`src/rtl/upe_negate_seq.sv`:
```
// Sequential two's-complement negate / pass / absolute-value unit.
// The increment ripples through one CHUNK-wide slice per cycle, LSB slice first.
module upe_negate_seq #(
  parameter int WIDTH = 64,
  parameter int CHUNK = 16
) (
  input  logic             clk,
  input  logic             rst,
  input  logic             in_valid,
  output logic             in_ready,
  input  logic [WIDTH-1:0] In,
  input  logic [1:0]       mode,
  output logic             out_valid,
  input  logic             out_ready,
  output logic [WIDTH-1:0] Out,
  output logic             overflow
);

  localparam int NCHUNK = WIDTH / CHUNK;
  localparam int IW = (NCHUNK > 1) ? $clog2(NCHUNK) : 1;
  localparam logic [IW-1:0] LAST = IW'(NCHUNK - 1);
  localparam logic [WIDTH-1:0] MOST_NEG = {1'b1, {(WIDTH-1){1'b0}}};

  typedef enum logic [1:0] {IDLE, BUSY, DONE} state_t;

  state_t state, next_state;

  logic [WIDTH-1:0] op_reg;
  logic [WIDTH-1:0] res_reg;
  logic [IW-1:0]    idx;
  logic             carry;
  logic             ovf_reg;
  logic             accept;
  logic             do_neg;
  logic [CHUNK:0]   chunk_sum;

  always_ff @(posedge clk) begin
    if (rst) state <= IDLE;
    else     state <= next_state;
  end

  always_comb begin
    next_state = state;
    in_ready   = 1'b0;
    out_valid  = 1'b0;
    case (state)
      IDLE: begin
        in_ready = 1'b1;
        if (in_valid) next_state = BUSY;
      end
      BUSY: begin
        if (idx == LAST) next_state = DONE;
      end
      DONE: begin
        out_valid = 1'b1;
        if (out_ready) next_state = IDLE;
      end
      default: next_state = IDLE;
    endcase
  end

  // Negation is ~In + 1: invert at capture, then ripple the +1 as the initial carry.
  assign accept    = (state == IDLE) && in_valid;
  assign do_neg    = (mode == 2'b00) || ((mode == 2'b10) && In[WIDTH-1]);
  assign chunk_sum = {1'b0, op_reg[32'(idx)*CHUNK +: CHUNK]} + {{CHUNK{1'b0}}, carry};

  always_ff @(posedge clk) begin
    if (rst) begin
      op_reg  <= '0;
      res_reg <= '0;
      idx     <= '0;
      carry   <= 1'b0;
      ovf_reg <= 1'b0;
    end else if (accept) begin
      op_reg  <= do_neg ? ~In : In;
      carry   <= do_neg;
      idx     <= '0;
      ovf_reg <= do_neg && (In == MOST_NEG);
    end else if (state == BUSY) begin
      // Carry out of the top slice lands in carry and is never used again.
      res_reg[32'(idx)*CHUNK +: CHUNK] <= chunk_sum[CHUNK-1:0];
      carry <= chunk_sum[CHUNK];
      idx   <= (idx == LAST) ? '0 : idx + IW'(1);
    end
  end

  assign Out      = res_reg;
  assign overflow = ovf_reg;

endmodule
```
`config.mk`:
```
export PLATFORM = sky130hd
export DESIGN_NAME = upe_negate_seq
export DESIGN_NICKNAME = d
export VERILOG_FILES = /design/src/rtl/upe_negate_seq.sv
export SDC_FILE = /design/constraint.sdc
export NUM_CORES = 1
export LEC_CHECK = 0
export ABC_AREA = 1
export CAP_MARGIN = 10
export CORE_MARGIN = 2
export CORE_UTILIZATION = 40
export CTS_CLUSTER_SIZE = 30
export DETAILED_ROUTE_END_ITERATION = 10
export HOLD_SLACK_MARGIN = 0.12
export PLACE_DENSITY = 0.69
export SYNTH_ARGS = -nofsm -noshare
export SYNTH_HDL_FRONTEND = slang
export SYNTH_SLANG_ARGS = --single-unit
```
`constraint.sdc`:
```
create_clock -name clk -period 2.27 [get_ports clk]
set_input_delay 0.454 -clock clk [delete_from_list [all_inputs] [get_ports clk]]
set_output_delay 0.454 -clock clk [all_outputs]
set_load 0.1 [all_outputs]
```
Yosys cells after proc, flatten, opt, wreduce, memory -nomap -nowiden
Cells that the tools add are included.
{"block": "word_totals", "register_bits": 134, "input_bits": 70, "output_inout_bits": 67, "wordCells": 43}
{"block": "op_classes", "bitwise": 2, "eq_ne": 8, "add_sub_neg": 3, "reduce_logical": 10, "n_shift": 3, "mux": 11}
{"operator": "bitwise mux 64 bit", "n": 1}
{"operator": "equality test 64 bit, second input constant", "n": 1}
{"operator": "2-to-1 mux 64 bit", "n": 1}
{"operator": "inverter 64 bit", "n": 1}
{"operator": "variable shift 16 x 34 -> 64 bit, first input constant", "n": 1}
{"operator": "indexed part select 16 x 34 -> 64 bit", "n": 1}
{"operator": "indexed part select 64 x 7 -> 16 bit", "n": 1}
{"operator": "negation 6 -> 34 bit", "n": 1}
{"operator": "adder 16 x 1 -> 17 bit", "n": 1}
{"operator": "2-to-1 mux 2 bit", "n": 4}
{"operator": "equality test 2 bit, second input constant", "n": 3}
{"operator": "one-hot mux 2 bit (3 select lines)", "n": 1}
{"operator": "zero test 2 bit", "n": 2}
{"operator": "2-to-1 mux 1 bit", "n": 4}
{"operator": "!= test 2 bit, second input constant", "n": 2}
{"operator": "logical AND 1 bit", "n": 3}
{"operator": "AND reduction 3 bit", "n": 1}
{"operator": "adder 2 x 1 -> 2 bit, second input constant", "n": 1}
{"operator": "equality test 2 x 1 -> 1 bit, second input constant", "n": 1}
{"operator": "!= test 2 x 1 -> 1 bit, second input constant", "n": 1}
{"operator": "AND reduction 2 bit", "n": 1}
{"operator": "nonzero test 2 bit", "n": 1}
{"operator": "OR reduction 2 bit", "n": 1}
{"operator": "logical OR 1 bit", "n": 1}
{"operator": "inverter 1 bit", "n": 1}

Logic depth before layout (Yosys ltp)
{"block": "logic_depth", "depth_word": 4, "depth_mapped": 17, "ltp_nobuf": 16}

Worst setup path before layout
OpenSTA, ideal clock, no wires.
{"block": "synth_timing", "path_type": "register to register", "start": "register state[1]", "end": "register op_reg[15]", "setup_slack_ns": -0.649, "setup_time_ns": 0.057, "t_required_ns": 2.213, "synth_period_minus_slack_ns": 2.919, "arrival_ns": 2.862, "path_stages_with_launch": 9, "path_buffers": 1, "path_cell_list": "dfxtp_1 nor2_1 nand2_1 inv_2 clkbuf_1 nor2_1 nor2_1 o21ai_0 inv_1"}
{"block": "synth_between", "elab_chain_cells": 2}
{"element": "start: declaration", "line": "26", "text": "state_t state, next_state;"}
{"element": "start signal: assignment", "line": "39", "text": "else state <= next_state;"}
{"element": "zero test 2 bit", "line": "63", "text": "assign accept = (state == IDLE) && in_valid;"}
{"element": "logical AND 1 bit", "line": "63"}
{"element": "end signal: assignment", "line": "75", "text": "op_reg <= do_neg ? ~In : In;"}
{"element": "end: declaration", "line": "28", "text": "logic [WIDTH-1:0] op_reg;"}
No other way between the ends.
A chain may end at the register's enable or synchronous reset.

Final worst setup path
{"block": "layout_timing", "start": "register idx[0]", "end": "register res_reg[22], in the netlist Out[22]"}
{"block": "layout_between", "elab_chain_cells": 4, "elab_cells_between_ends": 6, "classes_between": "add/sub (2); shift (3); mux (1)"}
{"element": "start: declaration", "line": "30", "text": "logic [IW-1:0] idx;"}
{"element": "start signal: assignment", "line": "83", "text": "idx <= (idx == LAST) ? '0 : idx + IW'(1);"}
{"element": "indexed part select 64 x 7 -> 16 bit", "line": "65", "text": "assign chunk_sum = {1'b0, op_reg[32'(idx)*CHUNK +: CHUNK]} + {{CHUNK{1'b0}}, carry};"}
{"element": "adder 16 x 1 -> 17 bit", "line": "65"}
{"element": "indexed part select 16 x 34 -> 64 bit", "line": "81", "text": "res_reg[32'(idx)*CHUNK +: CHUNK] <= chunk_sum[CHUNK-1:0];"}
{"element": "bitwise mux 64 bit (*)", "line": "81"}
{"element": "end signal: indexed assignment", "line": "81"}
{"element": "end: declaration", "line": "29", "text": "logic [WIDTH-1:0] res_reg;"}
Mark *: on every way between the ends. The rest lies on a longest branch, timed or not.

==> results.py <==
metrics = {
    "synth": {
        "netlist_area_sq_mm": 0.00697,
        "ys_seq_elements": 134,
        "ys_warn_count": 0,
        "synth_edf_count": 0,
        "async_flop_share": 0,
        "yosysUniqueCellTypes": 32,
        "synth.top_cells.by_area": "dfxtp_1 (38%), nand2_1 (12%), nor2_1 (8.7%)",
        "netlist_top_cells_count": "nand2_1 (231), nor2_1 (162), dfxtp_1 (134)",
        "yosysTopAreaCell": "dfxtp_1",
        "ys_seq_area_frac": 0.385,
        "synth-main-ff-cell": "dfxtp_1",
        "synth.most_common_cell": "nand2_1",
        "syn_area_per_cell_sq_um": 6.79,
        "synth_fp_nets": 1105,
        "synthCells": 1026,
        "yosysTopAreaCellShare": 0.385,
    },
    "outcome": {
        "status": "completed",
    },
    "routing": {
        "route.detailed.drc": 0,
        "ant_nets": 0,
        "vias": 6810,
        "drtIter0Drc": 485,
        "drt_pass1_iterations": 6,
        "drt-total-wl_microns": 19700,
        "via_per_inst": 4.89,
        "wl_per_cell_microns": 14.2,
    },
    "global_routing": {
        "grt_max_degree": 78,
        "grt_pass1_vias": 6267,
        "grt_pass1_wl_microns": 31700,
        "grt_overflow": 0,
        "grtUsageTotal": 0.219,
        "antenna_found_initial": 0,
    },
    "die": {
        "num_rows": 48,
        "dieArea_sq_mm": 0.0185,
        "io_pins": 137,
        "start_util": 0.406,
        "core_area_sq_mm": 0.0172,
        "die_h_microns": 136,
        "die-width_microns": 136,
    },
    "placed_design": {
        "dp_hpwl_microns": 14500,
        "place_ws_ns": 0.116,
        "place_congestion": 0.965,
        "post-place-cells": 1358,
        "port_buffers": 136,
        "placed_cell_area_sq_mm": 0.00850,
    },
    "worst_setup_path": {
        "crit_type": "reg2reg",
        "startpoint_type": "flip-flop",
        "critical_path.cell_chain": "inv_4 > nor2_1 > o22ai_2 > ha_2 > ha_2 > inv_1 > nor2_2 > nand2_2 > o21ai_0 > nand4_1 > nor2_1 > a21oi_1 > nor2_1",
        "crit_required_ns": 2.63,
        "crit_family": "simple AND/OR/NAND/NOR gates",
        "ff2ff_setup_slack_ns": 0.17,
        "cp.arrival_ns": 2.46,
        "cpPeakStageDelay_ns": 0.37,
        "end_kind": "flip-flop",
        "critPathSlowestCell": "dfxtp_4",
        "cp_max_fo": 6,
        "crit_top_cell": "nor2_1",
        "cp.buffers_inverters": 2,
    },
    "timing": {
        "setup_viol": 0,
        "min_period_ns": 2.10,
        "period_share": 0.925,
        "finClkSkew_ns": 0.00634,
        "hold_viol_final": 0,
        "setup_slack_ns": 0.170,
        "hold_ws_ns": 0.464,
        "relSlewSlack": 0.452,
        "rsz0062_at_grt": "yes",
        "setup_tns_ns": 0,
        "worstMarginPinSlew_ns": 0.822,
        "max_freq_ghz": 0.476,
        "final_max_slew_viol_count": 0,
    },
    "clocking": {
        "clock_latency_ns": 0.42,
        "clkSinkCount": 134,
        "ctsHoldBuffers": 0,
        "clk_path_buf_depth": 2,
        "cts_buffers": 17,
        "cts.reportedPaths.clkPinSlew_ns": 0.06,
        "cts_max_level": 4,
        "cts_root_buf": "clkbuf_16",
        "cts_tree": "done",
    },
    "finish": {
        "syn_to_final_growth_pct": 32.2,
        "nets": 1233,
        "fin_util": 0.536,
        "multi_input_area_sq_mm": 0.00370,
        "seqCellArea_sq_mm": 0.00269,
        "drive_above_1_share": 0.146,
        "fill_cells": 1687,
        "finalNonFillerCells": 1392,
        "stdcell_area_sq_mm": 0.00921,
        "antenna_cells": 0,
    },
    "hold_path": {
        "hold_path.class": "reg2reg",
    },
    "job": {
        "cap_viol_max_count": 0,
    },
    "pwr": {
        "total_power_mw": 6.70,
        "p_leak_nw": 4.19,
        "ir_worst_vdd_mv": 0.551,
        "p_per_area_mw_per_mm2": 728,
    },
}
[tightest hold or removal path, cell delays in order (launching register included)]
cell and delay (ns):
dfxtp_1 0.31, nand2_1 0.06, a21oi_1 0.05
[power by group]
group          total (mW)  internal [mW]  switching [mW]
clock                3.00           2.00           0.993
combinational        1.14          0.425           0.715
sequential           2.57           2.48          0.0875
total                6.70           4.91            1.80
[final timing paths]
kind,startpoint,end,cells past startpoint
setup / recovery,idx[0],Out[22],13
setup reg to reg,idx[0],Out[22],13
hold reg to reg,Out[39],Out[39],2
hold / removal,Out[39],Out[39],2
[cell usage in the layout, fill, tap and decap left out, drive strengths merged, types with 2 or more instances in the layout]
cell / n
nand2: 238
nor2: 171
dfxtp: 134
buf: 101
inv: 94
a21oi: 74
o21ai: 70
clkdlybuf4s50: 68
xor2: 65
nand3: 63
clkbuf: 24
nand4: 21
nor4: 15
ha: 9
bufinv: 5
or2: 4
nor3: 2
a22oi: 2
clkinvlp: 2
[kinds of logic after synthesis]
| kind of cell | share of synthesized area |
|---|---|
| and+or+nand+nor | 0.316 |
| AOI/OAI and AO/OA | 0.110 |
| DFF | 0.385 |
| buffers and inverters | 0.0903 |
| xor gates and xnor gates | 0.0828 |
| adders and majority gates | 0.0162 |
[repair_timing]
action,4_1_cts,5_1_grt
setup endpoints to repair,0,26
setup buffers,0,2
resized for setup,0,19
[layout make-up]
cell class,count,share of cell area
clock buffers,24,0.0512
clock inverters,8,0.0185
inverters,94,0.0386
multi-input cells,738,0.402
flip-flops and latches,134,0.292
well taps,225,0.0306
repair buffers,169,0.168
[routing by layer]
metal | vias up | GRT usage | wire (microns)
li1 | 3520 | - | -
met1 | 3075 | 0.289 | 8830
met2 | 191 | 0.359 | 9400
met3 | 24 | 0.0477 | 1170
met4 | 0 | 0.0677 | 316
met5 | - | 0 | 0
(Power assumes the default switching activity.)
